===== config.mk =====
export PLATFORM = sky130hd
export DESIGN_NAME = player_sprite_ctrl
export DESIGN_NICKNAME = d
export VERILOG_FILES = /design/src/rtl/player_sprite_ctrl.sv
export SDC_FILE = /design/constraint.sdc
export NUM_CORES = 1
export LEC_CHECK = 0
export ABC_CLOCK_PERIOD_IN_PS = 6400
export BUFFER_PORTS_ARGS = -buffer_cell sky130_fd_sc_hd__buf_2
export CAP_MARGIN = 15
export CORE_MARGIN = 4
export CORE_UTILIZATION = 50
export CTS_CLUSTER_SIZE = 8
export DETAILED_ROUTE_END_ITERATION = 12
export GPL_TIMING_DRIVEN = 0
export PLACE_DENSITY = 0.72
export SLEW_MARGIN = 20
export SYNTH_ARGS = -nofsm -noshare
export SYNTH_HDL_FRONTEND = slang
export SYNTH_SLANG_ARGS = --single-unit

===== constraint.sdc =====
create_clock -name clk -period 6.4 [get_ports clk]
set_clock_uncertainty 0.05 [all_clocks]
set_input_delay 0.64 -clock clk [delete_from_list [all_inputs] [get_ports clk]]
set_output_delay 0.64 -clock clk [all_outputs]
set_load 0.005 [all_outputs]

===== src/rtl/player_sprite_ctrl.sv =====
// Player sprite: position/clamping, scan-window ROM addressing with one-cycle pixel alignment,
// and a lives/invincibility FSM (ALIVE -> INVINC -> ALIVE ... -> DEAD).
module player_sprite_ctrl #(
    parameter int          SPR_W     = 50,
    parameter int          SPR_H     = 50,
    parameter int          SCR_W     = 640,
    parameter int          SCR_H     = 480,
    parameter int          STEP      = 1,
    parameter int          LIVES     = 3,
    parameter int          INV_TICKS = 120,
    parameter logic [11:0] TRANSP    = 12'hFFF,
    parameter logic [11:0] BLINK_RGB = 12'h08F,
    parameter int          ADDR_W    = 12
) (
    input  logic              clk,
    input  logic              rst,
    input  logic              move_tick,
    input  logic [9:0]        x,
    input  logic [9:0]        y,
    input  logic [3:0]        direction,
    input  logic              boom,
    output logic [ADDR_W-1:0] rom_addr,
    input  logic [11:0]       rom_rgb,
    output logic [9:0]        p_x,
    output logic [9:0]        p_y,
    output logic              en,
    output logic [11:0]       rgb,
    output logic [3:0]        lives,
    output logic [1:0]        state,
    output logic              dead
);

    typedef enum logic [1:0] {
        StAlive  = 2'd0,
        StInvinc = 2'd1,
        StDead   = 2'd2
    } state_e;

    localparam logic [9:0]        X_MAX   = 10'(SCR_W - SPR_W);
    localparam logic [9:0]        Y_MAX   = 10'(SCR_H - SPR_H);
    localparam logic [9:0]        X_RST   = 10'(SCR_W / 2 - SPR_W / 2);
    localparam logic [9:0]        Y_RST   = 10'(SCR_H - SPR_H);
    localparam logic [9:0]        STEP_V  = 10'(STEP);
    localparam logic [10:0]       SPR_W_X = 11'(SPR_W);
    localparam logic [10:0]       SPR_H_X = 11'(SPR_H);
    localparam logic [ADDR_W-1:0] SPR_W_A = ADDR_W'(SPR_W);
    localparam logic [3:0]        LIVES_V = 4'(LIVES);
    localparam logic [7:0]        INV_V   = 8'(INV_TICKS);

    state_e      r_state;
    logic [7:0]  r_inv_cnt;
    logic        r_win_d;

    logic        w_up, w_down, w_left, w_right;
    logic [10:0] w_px_sum, w_py_sum;
    logic [9:0]  w_px_next, w_py_next;
    logic [9:0]  w_dx, w_dy;
    logic        w_win;

    // Opposing direction bits cancel on their axis.
    assign w_up    = direction[0] & ~direction[1];
    assign w_down  = direction[1] & ~direction[0];
    assign w_left  = direction[2] & ~direction[3];
    assign w_right = direction[3] & ~direction[2];

    assign w_px_sum = {1'b0, p_x} + {1'b0, STEP_V};
    assign w_py_sum = {1'b0, p_y} + {1'b0, STEP_V};

    always_comb begin
        w_px_next = p_x;
        w_py_next = p_y;
        if (w_left) begin
            w_px_next = (p_x >= STEP_V) ? p_x - STEP_V : 10'd0;
        end else if (w_right) begin
            w_px_next = (w_px_sum > {1'b0, X_MAX}) ? X_MAX : w_px_sum[9:0];
        end
        if (w_up) begin
            w_py_next = (p_y >= STEP_V) ? p_y - STEP_V : 10'd0;
        end else if (w_down) begin
            w_py_next = (w_py_sum > {1'b0, Y_MAX}) ? Y_MAX : w_py_sum[9:0];
        end
    end

    assign w_dx     = x - p_x;
    assign w_dy     = y - p_y;
    assign rom_addr = ADDR_W'(w_dy) * SPR_W_A + ADDR_W'(w_dx);

    assign w_win = (x >= p_x) && ({1'b0, x} < ({1'b0, p_x} + SPR_W_X)) &&
                   (y >= p_y) && ({1'b0, y} < ({1'b0, p_y} + SPR_H_X));

    // Position and window flag; movement sees the pre-transition FSM state.
    always_ff @(posedge clk or posedge rst) begin
        if (rst) begin
            p_x     <= X_RST;
            p_y     <= Y_RST;
            r_win_d <= 1'b0;
        end else begin
            if (move_tick && (r_state != StDead)) begin
                p_x <= w_px_next;
                p_y <= w_py_next;
            end
            r_win_d <= w_win;
        end
    end

    always_ff @(posedge clk or posedge rst) begin
        if (rst) begin
            r_state   <= StAlive;
            lives     <= LIVES_V;
            r_inv_cnt <= 8'd0;
        end else begin
            case (r_state)
                StAlive: begin
                    if (boom) begin
                        if (lives > 4'd1) begin
                            lives     <= lives - 4'd1;
                            r_inv_cnt <= INV_V;
                            r_state   <= StInvinc;
                        end else begin
                            lives   <= 4'd0;
                            r_state <= StDead;
                        end
                    end
                end
                StInvinc: begin
                    if (move_tick) begin
                        if (r_inv_cnt <= 8'd1) begin
                            r_inv_cnt <= 8'd0;
                            r_state   <= StAlive;
                        end else begin
                            r_inv_cnt <= r_inv_cnt - 8'd1;
                        end
                    end
                end
                StDead: r_state <= StDead;
                default: r_state <= StDead;
            endcase
        end
    end

    assign en    = r_win_d && (rom_rgb != TRANSP) && (r_state != StDead);
    assign rgb   = ((r_state == StInvinc) && r_inv_cnt[3]) ? BLINK_RGB : rom_rgb;
    assign state = r_state;
    assign dead  = (r_state == StDead);

endmodule


==> impl_results.md <==
- Outcome: finished, final reports clean
- Final Hold Fails: 0
- Die Y-Extent: 112 um
- Post-place setup slack: 0.508 ns
- Met1 global-route usage: 32.0%
- Worst r2r src: p_y[1]$_DFFE_PP1P_
- Area share of fa/ha/maj cells after synthesis: 22.7%
- Met3 Use GR: 3.32%
- Post-Syn Nets: 821
- CTS resizes: 0
- Post-Syn Area: 5380 sq um
- 1st-iter DRT viols: 298
- Unrepaired setup endpoints after global routing: false
- Crit path capture type: output port
- Mux cell area share after synthesis: 1.35%
- Endpoints failing setup: 0
- Post-CTS Hold Fix Bufs: 0
- Final ANT Viol Nets: 0
- XOR/XNOR share of the synthesized area: 7.16%
- Max_slew headroom: 43.5%
- Netlist cell types: 77
- Synth async-reset ratio: 100%
- Placer Congestion: 0.963
- Remaining DRCs: 0
- Gate Count Post-Synth: 688
- First-pass GRT wire length: 24,900 um
- Synthesis-to-finish area growth: 13.1%
- Critical Path AT: 5.21 ns
- Peak Freq: 169 MHz
- Core area: 10,400 sq um
- Min-Delay Path Class: in2async
- Starting Density: 51.7%
- Worst EP required: 5.71 ns
- Slew Viols, Final: 0
- Largest net degree at the start of global routing: 36
- Synth Area per Inst: 7.82 sq um
- Routed length per instance: 15.7 um
- CTS Sinks: 35
- # diodes: 0
- Vias in the first global route: 5,409
- GR met2 Demand/Resource: 37.3%
- GR Overflow Total: 0
- Simple-gate share of the synthesized area: 20.1%
- FP Rows: 37
- Total number of vias: 5,501
- Worst Reg2Reg Path Length in Cells: 11
- Clk Latency, worst-skew pair: 0.30 ns
- Top FF cell, synth: dfrtp_1
- CP startpoint kind: flop
- Die ar.: 12,500 sq um
- Share of layout cells above drive strength 1: 17.7%
- Total Wirelength: 14,500 um
- Maximum Capacitance Violations: 0
- Post-DP HPWL: 11,700 um
- Most frequent cells in the layout: 96 x buf_2, 85 x ha_1, 60 x nand2_1, 57 x inv_1, 47 x a21oi_1
- H-tree depth: 2
- Buffers on Ports: 91
- Clock transition at path regs: 0.08 ns
- Total GRT Usage: 23.0%
- Min Clock Period, post-route: 5.90 ns
- PnR worst setup slack: 0.498 ns
- Largest family of logic cells by synthesized area: compound AO/OA/AOI/OAI gates
- R2R Setup Slk: 3.26 ns
- TritonRoute pass-1 iters: 5
- Tightest Pin Transition: 0.841 ns
- Number of synthesized register bits: 35
- CTS Buffer Depth: 2
- Width of the die: 112 um
- Post-CTS setup buffers: 0
- Crit Path Max Fanout: 15
- Via density: 5.97
- GRT Max-Usage Layer: met2
- Reg-to-Reg End: r_win_d$_DFF_PP0_
- Setup TNS Final: 0 ns
- I/O pin cnt: 92
- Initial antenna violation count: 0
- Seq/Total Area, Yosys: 16.6%
- Crit Path Class: reg2out
- Commonest non-fill, non-tap cell in the layout: buf_2
- Number of synthesized flops with an enable pin: 0
- Net count, final: 918
- TritonCTS buffer count: 5
- Period utilization: 92.2%
- Synth Area in Compound Gates: 25.4%
- YS warnings: 0
- TritonCTS clock tree: yes
- Clk root buf: clkbuf_8
## area by class of cell
type	count	area, sq um
Sequential cell	35	892
Fill cell	955	4330
Inverter	61	229
Clock inverter	2	12.5
Clock buffer	6	72.6
Multi-Input combinational cell	566	4130
Timing Repair Buffer	91	455
Tap cell	136	170
Buffer	25	123
## worst max-delay path by stage
stage | slack [ns] | cells after the start | to | startpoint
after floorplan | 1.18 | 20 | rom_addr[11] | p_y[3]$_DFFE_PP1P_
after global placement | 0.60 | 20 | rom_addr[11] | p_y[3]$_DFFE_PP1P_
after detailed placement | 0.51 | 20 | rom_addr[11] | p_y[3]$_DFFE_PP1P_
after CTS | 0.18 | 20 | rom_addr[11] | p_y[3]$_DFFE_PP1P_
after global routing | 0.03 | 20 | rom_addr[11] | p_y[3]$_DFFE_PP1P_
final | 0.50 | 19 | rom_addr[11] | p_y[3]$_DFFE_PP1P_
## layer usage
metal	share of wire, %	vias up	wire (um)
met5	0	-	0
li1	-	2690	-
met2	46	209	6680
met1	46	2582	6660
met4	1.7	0	249
met3	6.0	20	872
## flip-flops by register name, indices dropped and copies added (netlist names)
| register | cells |
|---|---|
| r_inv_cnt | 8 |
| lives | 4 |
| p_x | 10 |
| state | 2 |
| p_y | 10 |
| r_win_d | 1 |
## through the flow
step,hold slack (ns),instances,area [sq um],utilization [%]
3_5_place_dp,0.437,915,6010,57.7
6_report,0.432,922,6090,58.4
2_1_floorplan,0.398,688,5380,-
5_1_grt,0.491,922,6090,58.4
3_3_place_gp,0.420,915,6010,57.7
4_1_cts,0.449,923,6090,58.5
## cell usage after synthesis (3+ instances only)
library cell  count  share of area [%]
xnor2_1          35                5.7
a31oi_1           8               0.93
nand2_1          60                4.2
nand3_1          17                1.6
or3_1             3               0.35
o2111ai_1         3               0.49
dfrtp_1          22                 10
inv_1            58                4.0
nor3_1           21                2.0
o22a_1            3               0.49
dfstp_2          13                6.3
ha_1             85                 20
o31a_1            3               0.49
o21ai_1          17                1.6
fa_1              8                3.0
o31ai_1           6               0.84
nor4_1            8               0.93
buf_2             5               0.47
xor2_1            9                1.5
o211ai_1          3               0.42
a211o_1           3               0.49
o311a_1           3               0.56
and2_1            9                1.0
or4_1             3               0.42
o21ai_0          39                3.6
buf_1             3               0.21
a211oi_1         12                1.7
clkbuf_1         14               0.98
nor2_1           40                2.8
a21oi_1          47                4.4
o22ai_1           7               0.81
a21o_1           12                1.7
nand4_1          11                1.3
mux2i_1           5               0.93
o21bai_1          7               0.98
nor2b_1           9                1.0
or2_2             3               0.35
o21a_1            7               0.98
nand2b_1         14                1.6
## critical path: stages (launching register included)
cell	delay, ns
dfstp_2	0.72
inv_2	0.10
ha_1	0.28
clkbuf_1	0.25
nand3_1	0.16
o21ai_1	0.29
xor2_1	0.34
ha_1	0.30
ha_1	0.28
inv_1	0.05
fa_1	0.53
inv_1	0.04
ha_1	0.29
o21ai_0	0.12
o21a_1	0.19
ha_1	0.33
a21boi_0	0.24
o21ai_0	0.14
xnor2_1	0.16
buf_2	0.12
## kinds of logic after synthesis
family,count (synthesis)
AND/OR/NAND/NOR,215
AO/OA/AOI/OAI,207
adder cells (fa/ha/maj),93
buffers and inverters,87
XOR/XNOR,44
flip-flops,35
multiplexers,7
Power is not shown: default switching activity piles up to over one toggle a cycle in this logic, so the estimate is an artifact.
